### src/rtl/stack_sequencer_pkg.sv
// Shared definitions for the stack sequencer: op codes, widths, FSM states and
// per-op beat helpers.
package stack_sequencer_pkg;

  localparam int ADDR_W = 32;
  localparam int DATA_W = 16;

  localparam logic [ADDR_W-1:0] SP_RESET_DEF = 32'h000F_FFFF;
  localparam logic [ADDR_W-1:0] SP_LIMIT_DEF = 32'h000F_F000;

  localparam logic [2:0] OP_NOP  = 3'd0;
  localparam logic [2:0] OP_PUSH = 3'd1;
  localparam logic [2:0] OP_POP  = 3'd2;
  localparam logic [2:0] OP_CALL = 3'd3;
  localparam logic [2:0] OP_RET  = 3'd4;
  localparam logic [2:0] OP_INT  = 3'd5;
  localparam logic [2:0] OP_RTI  = 3'd6;
  localparam logic [2:0] OP_RSVD = 3'd7;

  typedef enum logic [1:0] {
    ST_IDLE   = 2'd0,
    ST_ACCESS = 2'd1,
    ST_DONE   = 2'd2
  } state_t;

  // Number of memory beats an op needs; zero for NOP and the reserved code.
  function automatic logic [1:0] beat_count(input logic [2:0] op);
    case (op)
      OP_PUSH, OP_POP: beat_count = 2'd1;
      OP_CALL, OP_RET: beat_count = 2'd2;
      OP_INT,  OP_RTI: beat_count = 2'd3;
      default:         beat_count = 2'd0;
    endcase
  endfunction

  function automatic logic is_push(input logic [2:0] op);
    is_push = (op == OP_PUSH) || (op == OP_CALL) || (op == OP_INT);
  endfunction

endpackage

### src/rtl/stack_sequencer_if.sv
// Data-memory beat port between the stack sequencer (master) and the memory
// arbiter (slave). One 16-bit word per beat, request held until ack.
interface stack_sequencer_if;

  logic                                  mem_req;
  logic                                  mem_we;
  logic [stack_sequencer_pkg::ADDR_W-1:0] mem_addr;
  logic [stack_sequencer_pkg::DATA_W-1:0] mem_wdata;
  logic                                  mem_ack;
  logic [stack_sequencer_pkg::DATA_W-1:0] mem_rdata;

  modport master (
    output mem_req, mem_we, mem_addr, mem_wdata,
    input  mem_ack, mem_rdata
  );

  modport slave (
    input  mem_req, mem_we, mem_addr, mem_wdata,
    output mem_ack, mem_rdata
  );

endinterface

### src/rtl/stack_sequencer_sp_addr_unit.sv
// Combinational beat address and post-beat SP: writes go to mem[sp] then
// decrement, reads come from mem[sp+1] then increment.
module sp_addr_unit
  import stack_sequencer_pkg::*;
(
  input  logic [ADDR_W-1:0] sp,
  input  logic              is_write,
  output logic [ADDR_W-1:0] addr,
  output logic [ADDR_W-1:0] sp_next
);

  always_comb begin
    if (is_write) begin
      addr    = sp;
      sp_next = sp - ADDR_W'(1);
    end else begin
      addr    = sp + ADDR_W'(1);
      sp_next = sp + ADDR_W'(1);
    end
  end

endmodule

### src/rtl/stack_sequencer.sv
// Stack sequencer: owns SP, turns PUSH/POP/CALL/RET/INT/RTI into 16-bit memory
// beats and stalls decode while busy. Widths are fixed at 32-bit PC / 16-bit words.
module stack_sequencer
  import stack_sequencer_pkg::*;
#(
  parameter logic [ADDR_W-1:0] SP_RESET = SP_RESET_DEF,
  parameter logic [ADDR_W-1:0] SP_LIMIT = SP_LIMIT_DEF
) (
  input  logic                clk,
  input  logic                rst_n,
  input  logic                op_valid,
  input  logic [2:0]          op_code,
  output logic                op_ready,
  input  logic [DATA_W-1:0]   push_data,
  input  logic [ADDR_W-1:0]   pc_in,
  input  logic [3:0]          flags_in,
  stack_sequencer_if.master   mem,
  output logic                pop_valid,
  output logic [DATA_W-1:0]   pop_data,
  output logic                pc_valid,
  output logic [ADDR_W-1:0]   pc_out,
  output logic                flags_valid,
  output logic [3:0]          flags_out,
  output logic [ADDR_W-1:0]   sp,
  output logic                stall,
  output logic                stack_fault
);

  state_t              state_q, state_d;
  logic [2:0]          op_q;
  logic [1:0]          beat_q;
  logic [ADDR_W-1:0]   sp_q;
  logic [ADDR_W-1:0]   pc_q;
  logic [3:0]          flags_q;
  logic [DATA_W-1:0]   data_q;
  logic                fault_q;
  logic [DATA_W-1:0]   pop_data_q;
  logic [ADDR_W-1:0]   pc_out_q;
  logic [3:0]          flags_out_q;

  logic                accept, legal, go;
  logic [1:0]          n_in;
  logic                beat_write, beat_done, last_beat;
  logic [ADDR_W-1:0]   beat_addr, sp_next;
  logic [DATA_W-1:0]   wdata;
  logic [ADDR_W-1:0]   pc_cap;
  logic [3:0]          flags_cap;
  logic [DATA_W-1:0]   data_cap;

  // Bounds are checked once at accept so SP can never leave [SP_LIMIT-1, SP_RESET].
  assign accept = op_valid && (state_q == ST_IDLE);
  assign n_in   = beat_count(op_code);
  assign legal  = is_push(op_code)
                ? ((sp_q - SP_LIMIT + ADDR_W'(1)) >= ADDR_W'(n_in))
                : ((SP_RESET - sp_q) >= ADDR_W'(n_in));
  assign go     = accept && legal && (n_in != 2'd0);

  assign beat_write = is_push(op_q);
  assign beat_done  = (state_q == ST_ACCESS) && mem.mem_ack;
  assign last_beat  = (beat_q == (beat_count(op_q) - 2'd1));

  sp_addr_unit u_sp_addr (
    .sp       (sp_q),
    .is_write (beat_write),
    .addr     (beat_addr),
    .sp_next  (sp_next)
  );

  // NOTE: every signal driven here gets a default first so no path leaves it
  // unassigned; otherwise synthesis infers a latch.
  always_comb begin
    wdata     = '0;
    pc_cap    = pc_q;
    flags_cap = flags_q;
    data_cap  = data_q;
    case (op_q)
      OP_PUSH: wdata = data_q;
      OP_CALL: wdata = (beat_q == 2'd0) ? pc_q[31:16] : pc_q[15:0];
      OP_INT: begin
        case (beat_q)
          2'd0:    wdata = {12'h000, flags_q};
          2'd1:    wdata = pc_q[31:16];
          default: wdata = pc_q[15:0];
        endcase
      end
      default: wdata = '0;
    endcase
    if (beat_done && !beat_write) begin
      if (op_q == OP_POP) begin
        data_cap = mem.mem_rdata;
      end else begin
        case (beat_q)
          2'd0:    pc_cap[15:0]  = mem.mem_rdata;
          2'd1:    pc_cap[31:16] = mem.mem_rdata;
          default: flags_cap     = mem.mem_rdata[3:0];
        endcase
      end
    end
  end

  always_comb begin
    state_d = state_q;
    case (state_q)
      ST_IDLE:   if (go) state_d = ST_ACCESS;
      ST_ACCESS: if (beat_done && last_beat) state_d = ST_DONE;
      ST_DONE:   state_d = ST_IDLE;
      default:   state_d = ST_IDLE;
    endcase
  end

  // NOTE: sequential state uses non-blocking assignments so every register
  // samples pre-edge values regardless of statement order.
  always_ff @(posedge clk or negedge rst_n) begin
    if (!rst_n) state_q <= ST_IDLE;
    else        state_q <= state_d;
  end

  always_ff @(posedge clk or negedge rst_n) begin
    if (!rst_n) begin
      op_q        <= OP_NOP;
      beat_q      <= 2'd0;
      sp_q        <= SP_RESET;
      pc_q        <= '0;
      flags_q     <= '0;
      data_q      <= '0;
      fault_q     <= 1'b0;
      pop_data_q  <= '0;
      pc_out_q    <= '0;
      flags_out_q <= '0;
    end else begin
      fault_q <= accept && !legal;
      if (go) begin
        op_q    <= op_code;
        beat_q  <= 2'd0;
        pc_q    <= pc_in;
        flags_q <= flags_in;
        data_q  <= push_data;
      end else if (beat_done) begin
        sp_q    <= sp_next;
        beat_q  <= beat_q + 2'd1;
        pc_q    <= pc_cap;
        flags_q <= flags_cap;
        data_q  <= data_cap;
        // Results become visible together in DONE; held until the next producer.
        if (last_beat) begin
          case (op_q)
            OP_POP: pop_data_q <= data_cap;
            OP_RET: pc_out_q   <= pc_cap;
            OP_RTI: begin
              pc_out_q    <= pc_cap;
              flags_out_q <= flags_cap;
            end
            default: ;
          endcase
        end
      end
    end
  end

  assign op_ready      = (state_q == ST_IDLE);
  assign stall         = !op_ready;
  assign mem.mem_req   = (state_q == ST_ACCESS);
  assign mem.mem_we    = mem.mem_req && beat_write;
  assign mem.mem_addr  = mem.mem_req ? beat_addr : '0;
  assign mem.mem_wdata = (mem.mem_req && beat_write) ? wdata : '0;

  assign pop_valid   = (state_q == ST_DONE) && (op_q == OP_POP);
  assign pc_valid    = (state_q == ST_DONE) && ((op_q == OP_RET) || (op_q == OP_RTI));
  assign flags_valid = (state_q == ST_DONE) && (op_q == OP_RTI);
  assign pop_data    = pop_data_q;
  assign pc_out      = pc_out_q;
  assign flags_out   = flags_out_q;
  assign sp          = sp_q;
  assign stack_fault = fault_q;

endmodule

### src/flat_wrapper.sv
// flat-port wrapper written by rule: the top's interface ports become plain ports
module stack_sequencer_flat import stack_sequencer_pkg::*;
#(
  parameter logic [ADDR_W-1:0] SP_RESET = SP_RESET_DEF,
  parameter logic [ADDR_W-1:0] SP_LIMIT = SP_LIMIT_DEF
)
  (clk, rst_n, op_valid, op_code, op_ready, push_data, pc_in, flags_in, pop_valid, pop_data, pc_valid, pc_out, flags_valid, flags_out, sp, stall, stack_fault, mem_mem_req, mem_mem_we, mem_mem_addr, mem_mem_wdata, mem_mem_ack, mem_mem_rdata);
  stack_sequencer_if mem_i ();
  input  logic clk;
  input  logic rst_n;
  input  logic op_valid;
  input  logic [2:0] op_code;
  output logic op_ready;
  input  logic [DATA_W-1:0] push_data;
  input  logic [ADDR_W-1:0] pc_in;
  input  logic [3:0] flags_in;
  output logic pop_valid;
  output logic [DATA_W-1:0] pop_data;
  output logic pc_valid;
  output logic [ADDR_W-1:0] pc_out;
  output logic flags_valid;
  output logic [3:0] flags_out;
  output logic [ADDR_W-1:0] sp;
  output logic stall;
  output logic stack_fault;
  output wire logic [$bits(mem_i.mem_req)-1:0] mem_mem_req;
  output wire logic [$bits(mem_i.mem_we)-1:0] mem_mem_we;
  output wire logic [$bits(mem_i.mem_addr)-1:0] mem_mem_addr;
  output wire logic [$bits(mem_i.mem_wdata)-1:0] mem_mem_wdata;
  input wire logic [$bits(mem_i.mem_ack)-1:0] mem_mem_ack;
  input wire logic [$bits(mem_i.mem_rdata)-1:0] mem_mem_rdata;
  assign mem_mem_req = mem_i.mem_req;
  assign mem_mem_we = mem_i.mem_we;
  assign mem_mem_addr = mem_i.mem_addr;
  assign mem_mem_wdata = mem_i.mem_wdata;
  assign mem_i.mem_ack = mem_mem_ack;
  assign mem_i.mem_rdata = mem_mem_rdata;
  stack_sequencer #(.SP_RESET(SP_RESET), .SP_LIMIT(SP_LIMIT)) u_core (.clk(clk), .rst_n(rst_n), .op_valid(op_valid), .op_code(op_code), .op_ready(op_ready), .push_data(push_data), .pc_in(pc_in), .flags_in(flags_in), .mem(mem_i), .pop_valid(pop_valid), .pop_data(pop_data), .pc_valid(pc_valid), .pc_out(pc_out), .flags_valid(flags_valid), .flags_out(flags_out), .sp(sp), .stall(stall), .stack_fault(stack_fault));
endmodule
### config.mk
export PLATFORM = sky130hd
export DESIGN_NAME = stack_sequencer_flat
export DESIGN_NICKNAME = d
export VERILOG_FILES = /design/src/rtl/stack_sequencer_pkg.sv /design/src/rtl/stack_sequencer_if.sv /design/src/rtl/stack_sequencer_sp_addr_unit.sv /design/src/rtl/stack_sequencer.sv /design/src/flat_wrapper.sv
export SDC_FILE = /design/constraint.sdc
export NUM_CORES = 1
export LEC_CHECK = 0
export BUFFER_PORTS_ARGS = -buffer_cell sky130_fd_sc_hd__buf_2
export CELL_PAD_IN_SITES_DETAIL_PLACEMENT = 1
export CELL_PAD_IN_SITES_GLOBAL_PLACEMENT = 1
export CORE_MARGIN = 2
export CORE_UTILIZATION = 45
export DETAILED_ROUTE_END_ITERATION = 6
export PLACE_DENSITY_LB_ADDON = 0.12
export SYNTH_ARGS = -nofsm -noshare
export SYNTH_HDL_FRONTEND = slang
export SYNTH_HIERARCHICAL = 1
export SYNTH_SLANG_ARGS = --single-unit
### constraint.sdc
create_clock -name clk -period 6.8 [get_ports clk]
set_clock_uncertainty 0.2 [all_clocks]
set_input_delay 0.68 -clock clk [delete_from_list [all_inputs] [get_ports clk]]
set_output_delay 0.68 -clock clk [all_outputs]
set_load 0.02 [all_outputs]
* Yosys cells after proc, flatten, opt, wreduce, memory -nomap -nowiden
Cells that the tools add are included.
Word-level totals: register bits 144, bits in latches 0, bits in writable memories 0, bits in read-only memories 0, input port bits 75, output and inout bits 140, word-level logic and storage cells 105, memories kept 0
Cells by class: add/subtract/negate cells 7, multiply operators 0, div/mod/pow operators 0, $lt $le $gt $ge 2, equality and inequality tests 18, shifts and indexed selects 0, muxes and demuxes 30, bitwise operators 1, reductions and logical operators 36
Operators by type and width (count):
- two-way mux 32 bit | 7
- two-way mux 16 bit | 8
- adder 32 x 1 -> 32 bit, second input constant | 2
- greater-or-equal comparator 32 x 2 -> 1 bit | 2
- one-hot mux 16 bit (3 select lines) | 1
- one-hot mux 16 bit (2 select lines) | 1
- subtractor 20 x 32 -> 32 bit, first input constant | 1
- subtractor 32 x 1 -> 32 bit, second input constant | 1
- subtractor 32 x 20 -> 32 bit, second input constant | 1
- two-way mux 4 bit | 5
- == test 3 bit, second input constant | 6
- OR reduction 2 bit | 8
- == test 3 x 2 -> 1 bit, second input constant | 4
- one-hot mux 2 bit (3 select lines) | 2
- AND reduction 4 bit | 3
- logical AND 1 bit | 11
- two-way mux 2 bit | 4
- == test 3 x 1 -> 1 bit, second input constant | 2
- logical OR 1 bit | 5
- == test 2 x 1 -> 1 bit, second input constant | 2
- zero test 2 bit | 2
- inequality test 2 bit, second input constant | 2
- one-hot mux 2 bit (2 select lines) | 1
- AND reduction 2 bit | 2
- other kinds (8) | 11

* Depth between registers and ports, before layout
Gate-level depths: netlist of the first run.
depth after elaboration 9, depth in mapped cells 16, gate-level depth less buffers 12

* Modules after synthesis
The synthesis of the first run kept the hierarchy.
Modules (own cells, without submodules):
- stack_sequencer | times used 1, cells each 829, area each 8116.5 sq um, seq. area each 3628.5 sq um
- sp_addr_unit | times used 1, cells each 226, area each 1526.5 sq um, seq. area each 0.0 sq um

* Least setup slack after synthesis of the first run
OpenSTA, ideal clock, no wires.
path kind input port to flip-flop, from input op_code[0], to register u_core.pc_q[17], library setup time 0.126 ns, data arrival time 3.687 ns, path slack 2.787 ns, stages 16, path through inv_1 > ha_1 > or3_1 > a21oi_1 > ha_1 > a21oi_1 > nand4_1 > nor4_1 > nand4_1 > or4_1 > buf_2 > and2_4 > buf_6 > buf_6 > buf_6 > a221o_1
Between the ends: cells in the longest elaborated chain, start to end 8
Ends and longest elaborated chain:
- start, declared | line flat_wrapper.sv:12 | input logic [2:0] op_code;
- == test 3 bit, or another cell as far along | line stack_sequencer_pkg.sv:28 | case (op)
- OR reduction 2 bit | line stack_sequencer_pkg.sv:28
- one-hot mux 2 bit (3 select lines) | line stack_sequencer_pkg.sv:28
- greater-or-equal comparator 32 x 2 -> 1 bit, on equally long branches | line stack_sequencer.sv:55, stack_sequencer.sv:54
- two-way mux 1 bit | line stack_sequencer.sv:54 | ? ((sp_q - SP_LIMIT + ADDR_W'(1)) >= ADDR_W'(n_in))
- logical AND 1 bit | line stack_sequencer.sv:56 | assign go = accept && legal && (n_in != 2'd0);
- logical AND 1 bit (*) | line stack_sequencer.sv:56
- two-way mux 32 bit or nonzero test 2 bit (tied branches)
- end signal, assigned | line stack_sequencer.sv:135 | pc_q <= pc_in;
- end signal, assigned | line stack_sequencer.sv:141 | pc_q <= pc_cap;
- end, declared | line stack_sequencer.sv:33 | logic [ADDR_W-1:0] pc_q;
Mark *: on every way between the ends. The rest lies on a longest branch, timed or not. A chain may end at the register's enable or synchronous reset.

* Worst setup path after layout of the first run
from register u_core.op_q[1], to output mem_mem_addr[31]
Between the ends: cells in the longest elaborated chain, start to end 5
Ends and longest elaborated chain:
- start, declared | line stack_sequencer.sv:30 | logic [2:0] op_q;
- start signal, assigned | line stack_sequencer.sv:133 | op_q <= op_code;
- == test 3 x 1 -> 1 bit or == test 3 x 2 -> 1 bit (tied branches) | line stack_sequencer_pkg.sv:37 | is_push = (op == OP_PUSH) || (op == OP_CALL) || (op == OP_INT);
- logical OR 1 bit | line stack_sequencer_pkg.sv:37
- logical OR 1 bit (*) | line stack_sequencer_pkg.sv:37
- named net u_core.beat_write | line stack_sequencer.sv:43 | logic beat_write, beat_done, last_beat;
- two-way mux 32 bit (*) | line stack_sequencer_sp_addr_unit.sv:13 | if (is_write) begin
- named net u_core.beat_addr[31] | line stack_sequencer.sv:44 | logic [ADDR_W-1:0] beat_addr, sp_next;
- two-way mux 32 bit (*) | line stack_sequencer.sv:164 | assign mem.mem_addr = mem.mem_req ? beat_addr : '0;
- end, declared | line flat_wrapper.sv:28 | output wire logic [$bits(mem_i.mem_addr)-1:0] mem_mem_addr;
Mark *: on every way through the listed nets, which the timed path passes. The rest lies on a longest branch.

==> flow_summary.json, run 1 <==
{
  "status": "completed",
  "dieArea_sq_um": 22600,
  "pre_cts_slack_ps": 2400,
  "ant_nets": 0,
  "layout_setup_ws_ps": 1920,
  "netlist_instances": 1055,
  "path_common_cell": "and2_1",
  "core_area_sq_um": 21000,
  "cts_sinks": 144,
  "via_per_inst": 6.17,
  "cts_max_level": 4,
  "path_max_fanout": 18,
  "post-cts-setup-buffers": 0,
  "instances_no_fill": 1503,
  "cp.required_ps": 5920,
  "ir_worst_vdd_v": 0.000289,
  "crit_arrival_ps": 4000,
  "worstMarginPinSlew_ps": 1470,
  "finalSetupViolations": 0,
  "p_per_area_nw_per_um2": 504,
  "syn_nets": 1144,
  "postSynthAreaPerCell_sq_um": 9.14,
  "cts_root_buffer": "clkbuf_16",
  "dr.pass1.iters": 5,
  "rr_endpoint": "u_core/data_q[9]$_DFFE_PN0P_",
  "cts_buffer_depth": 2,
  "final_net_count": 1302,
  "synthArstFlopShare_pct": 100,
  "synth.distinct_cells": 65,
  "cts_tree": "done",
  "placedInstanceArea_sq_um": 10800,
  "r2r_setup_slack_ps": 2550,
  "crit_buf_inv": 1,
  "grt_pass1_vias": 9223,
  "worstSetupPathType": "reg -> out",
  "rsz0062_at_grt": "no",
  "synth_area_sq_um": 9640,
  "final.setup.tns_ps": 0,
  "grt_pass1_wl_um": 52100,
  "pin_count": 215,
  "ys_seq_elements": 144,
  "fmax_ghz": 0.205,
  "insertion_delay_ps": 440,
  "yosys_most_used_dff": "dfrtp_1",
  "area_growth_pct": 18.0,
  "hold_class": "in -> async",
  "drt-initial-drc-count": 647,
  "drc_errors": 0,
  "io_buffers": 214,
  "cts_made_buffers": 17,
  "synth_edf_count": 0,
  "hold_viol": 0,
  "power.leakage_nw": 5.26,
  "holdWs_ps": 65.8,
  "die_w_um": 150,
  "grt_max_degree": 76,
  "fin_crit_sh_pct": 71.8,
  "finalPower_mw": 5.73,
  "crit_chain": "nand2_1, and2_1, and3b_1, or3b_1, or4_1, nor2_1, xor2_1, and2_1, buf_2",
  "dieHeight_um": 150,
  "dp_hpwl_um": 23800,
  "max_slew_margin_pct": 1.73,
  "antenna_found_initial": 2,
  "reg2reg_depth": 9,
  "ys.warnings.count": 6,
  "maxSlewViolCount": 0,
  "timing.rr.start": "u_core/sp[1]$_DFFE_PN1P_",
  "gr-total-overflow": 0,
  "critical_path.endpoint_type": "output port",
  "wl_um": 33600,
  "path_clk_slew_ps": 70,
  "place_congestion": 0.960,
  "track_usage_pct": 29.8,
  "maxCapViolations": 0,
  "dpl.cell_count": 1469,
  "cpPeakStageDelay_ps": 690,
  "floorplan.rows": 53,
  "cts-resized-gates": 0,
  "finalCriticalPeriod_ps": 4880,
  "cp-start-kind": "flop",
  "cts_hold_buf": 0,
  "start_util_pct": 45.9,
  "drive_gt1_share_pct": 27.8,
  "ys_seq_area_share_pct": 37.6,
  "crit_family": "simple AND/OR/NAND/NOR gates",
  "final_cell_mix": "buf_2, dfrtp_1, nor2_1",
  "cp_slowest_cell": "or4_1",
  "finish.instance_area_sq_um": 11400,
  "wl_per_cell_um": 22.4,
  "layout_commonest_cell": "buf_2",
  "fillers": 2485,
  "finish.utilization_pct": 54.1,
  "vias": 9274
}
==> how the worst max path moves through the flow <==
stage / startpoint / endpoint / slack, ps / cells past startpoint
floorplan: op_code[0] / u_core/pc_q[17]$_DFFE_PN0P_ / 2790 / 16
global placement: u_core/op_q[1]$_DFFE_PN0P_ / mem_mem_addr[31] / 2540 / 9
detailed placement: op_code[1] / u_core/data_q[9]$_DFFE_PN0P_ / 2400 / 13
CTS: u_core/op_q[1]$_DFFE_PN0P_ / mem_mem_addr[31] / 1960 / 9
global route: u_core/op_q[1]$_DFFE_PN0P_ / mem_mem_addr[27] / 1760 / 9
finish: u_core/op_q[1]$_DFFE_PN0P_ / mem_mem_addr[31] / 1920 / 9
==> cell usage after synthesis, types with 20 or more instances <==
| library cell | instances | area [sq um] |
|---|---|---|
| o21ai_0 | 25 | 125 |
| dfrtp_1 | 124 | 3100 |
| nand4_1 | 20 | 125 |
| xor2_1 | 37 | 324 |
| nand3_1 | 24 | 120 |
| a221o_1 | 56 | 561 |
| xnor2_1 | 30 | 263 |
| nor4_1 | 20 | 125 |
| and2_1 | 56 | 350 |
| mux2i_1 | 41 | 410 |
| nor2_1 | 92 | 345 |
| dfstp_2 | 20 | 526 |
| and3_1 | 40 | 250 |
| a21oi_1 | 64 | 320 |
| mux2_2 | 37 | 417 |
| clkbuf_1 | 63 | 236 |
| nand2_1 | 66 | 248 |
==> registers in the layout, summed over array words and instances, names as in the netlist <==
signal,count
u_core/beat_q,2
u_core/data_q,16
u_core/flags_out,4
u_core/flags_q,4
u_core/op_q,3
u_core/pc_out,32
u_core/pc_q,32
u_core/pop_data,16
u_core/sp,32
u_core/stack_fault,1
u_core/state_q,2
==> where the power goes <==
part           switching [mW]  internal (mW)
sequential              0.582           1.28
clock                   0.448          0.499
combinational            1.74           1.18
total                    2.77           2.96
==> cells by family (layout without fill, tap and decap cells) <==
group | after synthesis | count (layout) | synth area share, %
AO/OA/AOI/OAI | 229 | 229 | 17.6
XOR/XNOR | 67 | 67 | 6.09
adder cells (fa/ha/maj) | 14 | 14 | 1.82
buffers and inverters | 108 | 279 | 4.85
flip-flops | 144 | 144 | 37.6
multiplexers | 79 | 79 | 8.69
other | 0 | 2 | 0
AND/OR/NAND/NOR | 414 | 414 | 23.4
==> layout make-up <==
cell class	instances	area, sq um	area share (%)
antenna	2	5.00	0.0440
clock buffer	18	439	3.86
clock inverter	14	144	1.26
inverter	19	71.3	0.627
multi-input combinational	803	5570	48.9
sequential	144	3630	31.9
tap	275	344	3.02
timing repair buffer	228	1180	10.4
==> metal layers <==
metal / wire length (um) / vias to the layer above / track usage [%]
met5: 0 / - / 0
met4: 479 / 0 / 8.49
met3: 2260 / 31 / 5.82
met2: 15600 / 343 / 46.0
met1: 15300 / 4697 / 42.5
li1: - / 4203 / -
(Power assumes the default switching activity.)
==> inputs of run 2 (changes only) <==
Settings changed: CORE_UTILIZATION 45 to 42.
Clock period 6.8 ns to 4.6 ns, I/O delays scaled along.
==> run 2 against run 1 <==
- via count shrank 0.72%
- global-route usage shrank 2.0 points
- die area grew 7.0%
- critical endpoint unchanged
- non-clock buffer count grew 17
- worst setup slack lost 1600 ps
- critical path depth shrank 2
- first-iteration DRC count shrank 7.4%
- sequential power grew 40%
==> flow_summary.json, run 2 (synthesized netlist as in run 1, its figures left out) <==
{
  "status": "completed",
  "start_util_pct": 42.7,
  "max_slew_margin_pct": 25.8,
  "cts_buffer_depth": 2,
  "power.leakage_nw": 5.35,
  "path_max_fanout": 17,
  "hp-start": "pc_in[2]",
  "layout_commonest_cell": "buf_2",
  "power_frac_seq_pct": 30.6,
  "p_per_area_nw_per_um2": 742,
  "floorplan.rows": 55,
  "path_clk_slew_ps": 80,
  "seq_area_sq_um": 3630,
  "fin_crit_sh_pct": 92.6,
  "gr-total-overflow": 0,
  "cts_root_buffer": "clkbuf_16",
  "hold_class": "in -> reg",
  "crit_arrival_ps": 3600,
  "grt_pass1_wl_um": 52300,
  "cts_made_buffers": 17,
  "vias": 9207,
  "dp_hpwl_um": 23900,
  "fmax_ghz": 0.235,
  "final_net_count": 1319,
  "via_per_inst": 6.02,
  "switching_share_pct": 47.6,
  "fillers": 2664,
  "maxSlewViolCount": 0,
  "cts_sinks": 144,
  "p_int_mw": 4.48,
  "clock_power_share_pct": 16.9,
  "antenna_found_initial": 1,
  "drc_errors": 0,
  "maxCapViolations": 0,
  "holdPathEnd": "u_core/pc_q[2]$_DFFE_PN0P_",
  "cts-resized-gates": 0,
  "multiInputGateArea_sq_um": 5570,
  "drt-initial-drc-count": 599,
  "finalCriticalPeriod_ps": 4260,
  "p_switching_mw": 4.08,
  "dieArea_sq_um": 24200,
  "reg2reg_depth": 8,
  "worstSetupPathType": "reg -> out",
  "timing.rr.start": "u_core/sp[9]$_DFFE_PN1P_",
  "pwr-share-comb_pct": 52.6,
  "insertion_delay_ps": 430,
  "rr_endpoint": "u_core/pc_q[11]$_DFFE_PN0P_",
  "ant_nets": 0,
  "place_congestion": 0.928,
  "dieHeight_um": 156,
  "pin_count": 215,
  "cp-start-kind": "flop",
  "worstHoldPathCells": 2,
  "dr.pass1.iters": 7,
  "ir_worst_vdd_v": 0.000364,
  "track_usage_pct": 27.8,
  "worstMarginPinSlew_ps": 1110,
  "cp.required_ps": 3940,
  "wl_per_cell_um": 22.0,
  "cts_max_level": 4,
  "grt_pass1_vias": 9121,
  "critical_path.endpoint_type": "output port",
  "hold_viol": 0,
  "cts_tree": "done",
  "area_growth_pct": 19.7,
  "core_area_sq_um": 22600,
  "io_buffers": 214,
  "r2r_setup_slack_ps": 530,
  "rsz0062_at_grt": "no",
  "drive_gt1_share_pct": 28.7,
  "finalSetupViolations": 0,
  "final.setup.tns_ps": 0,
  "grt_max_degree": 96,
  "final_cell_mix": "buf_2, dfrtp_1, nor2_1",
  "wl_um": 33700,
  "die_w_um": 156,
  "finish.utilization_pct": 51.1
}
[run 2: how the worst max path moves through the flow]
stage	slack, ps	endpoint	startpoint
floorplan	800	u_core/pc_q[17]$_DFFE_PN0P_	u_core/sp[14]$_DFFE_PN1P_
global placement	560	u_core/pc_q[25]$_DFFE_PN0P_	op_code[0]
detailed placement	430	u_core/pc_q[11]$_DFFE_PN0P_	op_code[0]
CTS	380	mem_mem_addr[31]	u_core/op_q[2]$_DFFE_PN0P_
global route	210	mem_mem_addr[31]	u_core/op_q[2]$_DFFE_PN0P_
finish	340	mem_mem_addr[31]	u_core/sp[5]$_DFFE_PN1P_
[run 2: power groups by stage]
| stage | Clock [mW] | Combinational (mW) | Sequential [mW] |
|---|---|---|---|
| 2_1_floorplan | 0 | 2.89 | 2.76 |
| 3_3_place_gp | 0 | 4.38 | 2.60 |
| 3_5_place_dp | 0 | 4.47 | 2.62 |
| 4_1_cts | 1.47 | 4.49 | 2.61 |
| 5_1_grt | 1.53 | 4.91 | 2.72 |
| 6_report | 1.44 | 4.50 | 2.62 |
[run 2: through the flow]
step | instance area, sq um | hold WS, ps | worst slack [ps] | power [mW] | instances
4_1_cts | 11500 | 44.5 | 382 | 8.57 | 1528
2_1_floorplan | 9640 | -35.6 | 795 | 5.65 | 1055
5_1_grt | 11500 | 55.1 | 206 | 9.15 | 1529
6_report | 11500 | 55.2 | 338 | 8.56 | 1529
3_5_place_dp | 10900 | 293 | 430 | 7.09 | 1495
3_3_place_gp | 10900 | 287 | 561 | 6.98 | 1495
[run 2: area by class of cell]
| cell class | count | area share (%) |
|---|---|---|
| multi-input combinational | 803 | 48.2 |
| sequential | 144 | 31.4 |
| timing repair buffer | 245 | 11.4 |
| clock buffer | 18 | 3.80 |
| tap | 285 | 3.09 |
| clock inverter | 14 | 1.44 |
| inverter | 19 | 0.618 |
| antenna | 1 | 0.0217 |
[run 2: worst max-delay path, cell delays in order, from the launching register on]
cell and delay [ps]:
dfstp_2 710, nand4_1 360, or3b_1 690, or4_1 700, nor2_1 280, xor2_1 160
and2_1 130, buf_2 160
[run 2: timing repair]
action	CTS	global route
hold buffers	1	0
hold endpoints to repair	61	0
setup buffers	0	0
[run 2: per-layer routing]
layer	global-route usage, %	vias up	share of wire (%)
met3	5.77	45	6.2
met4	8.04	0	2.2
met1	39.9	4606	47
met2	42.4	316	45
met5	0	-	0
li1	-	4240	-
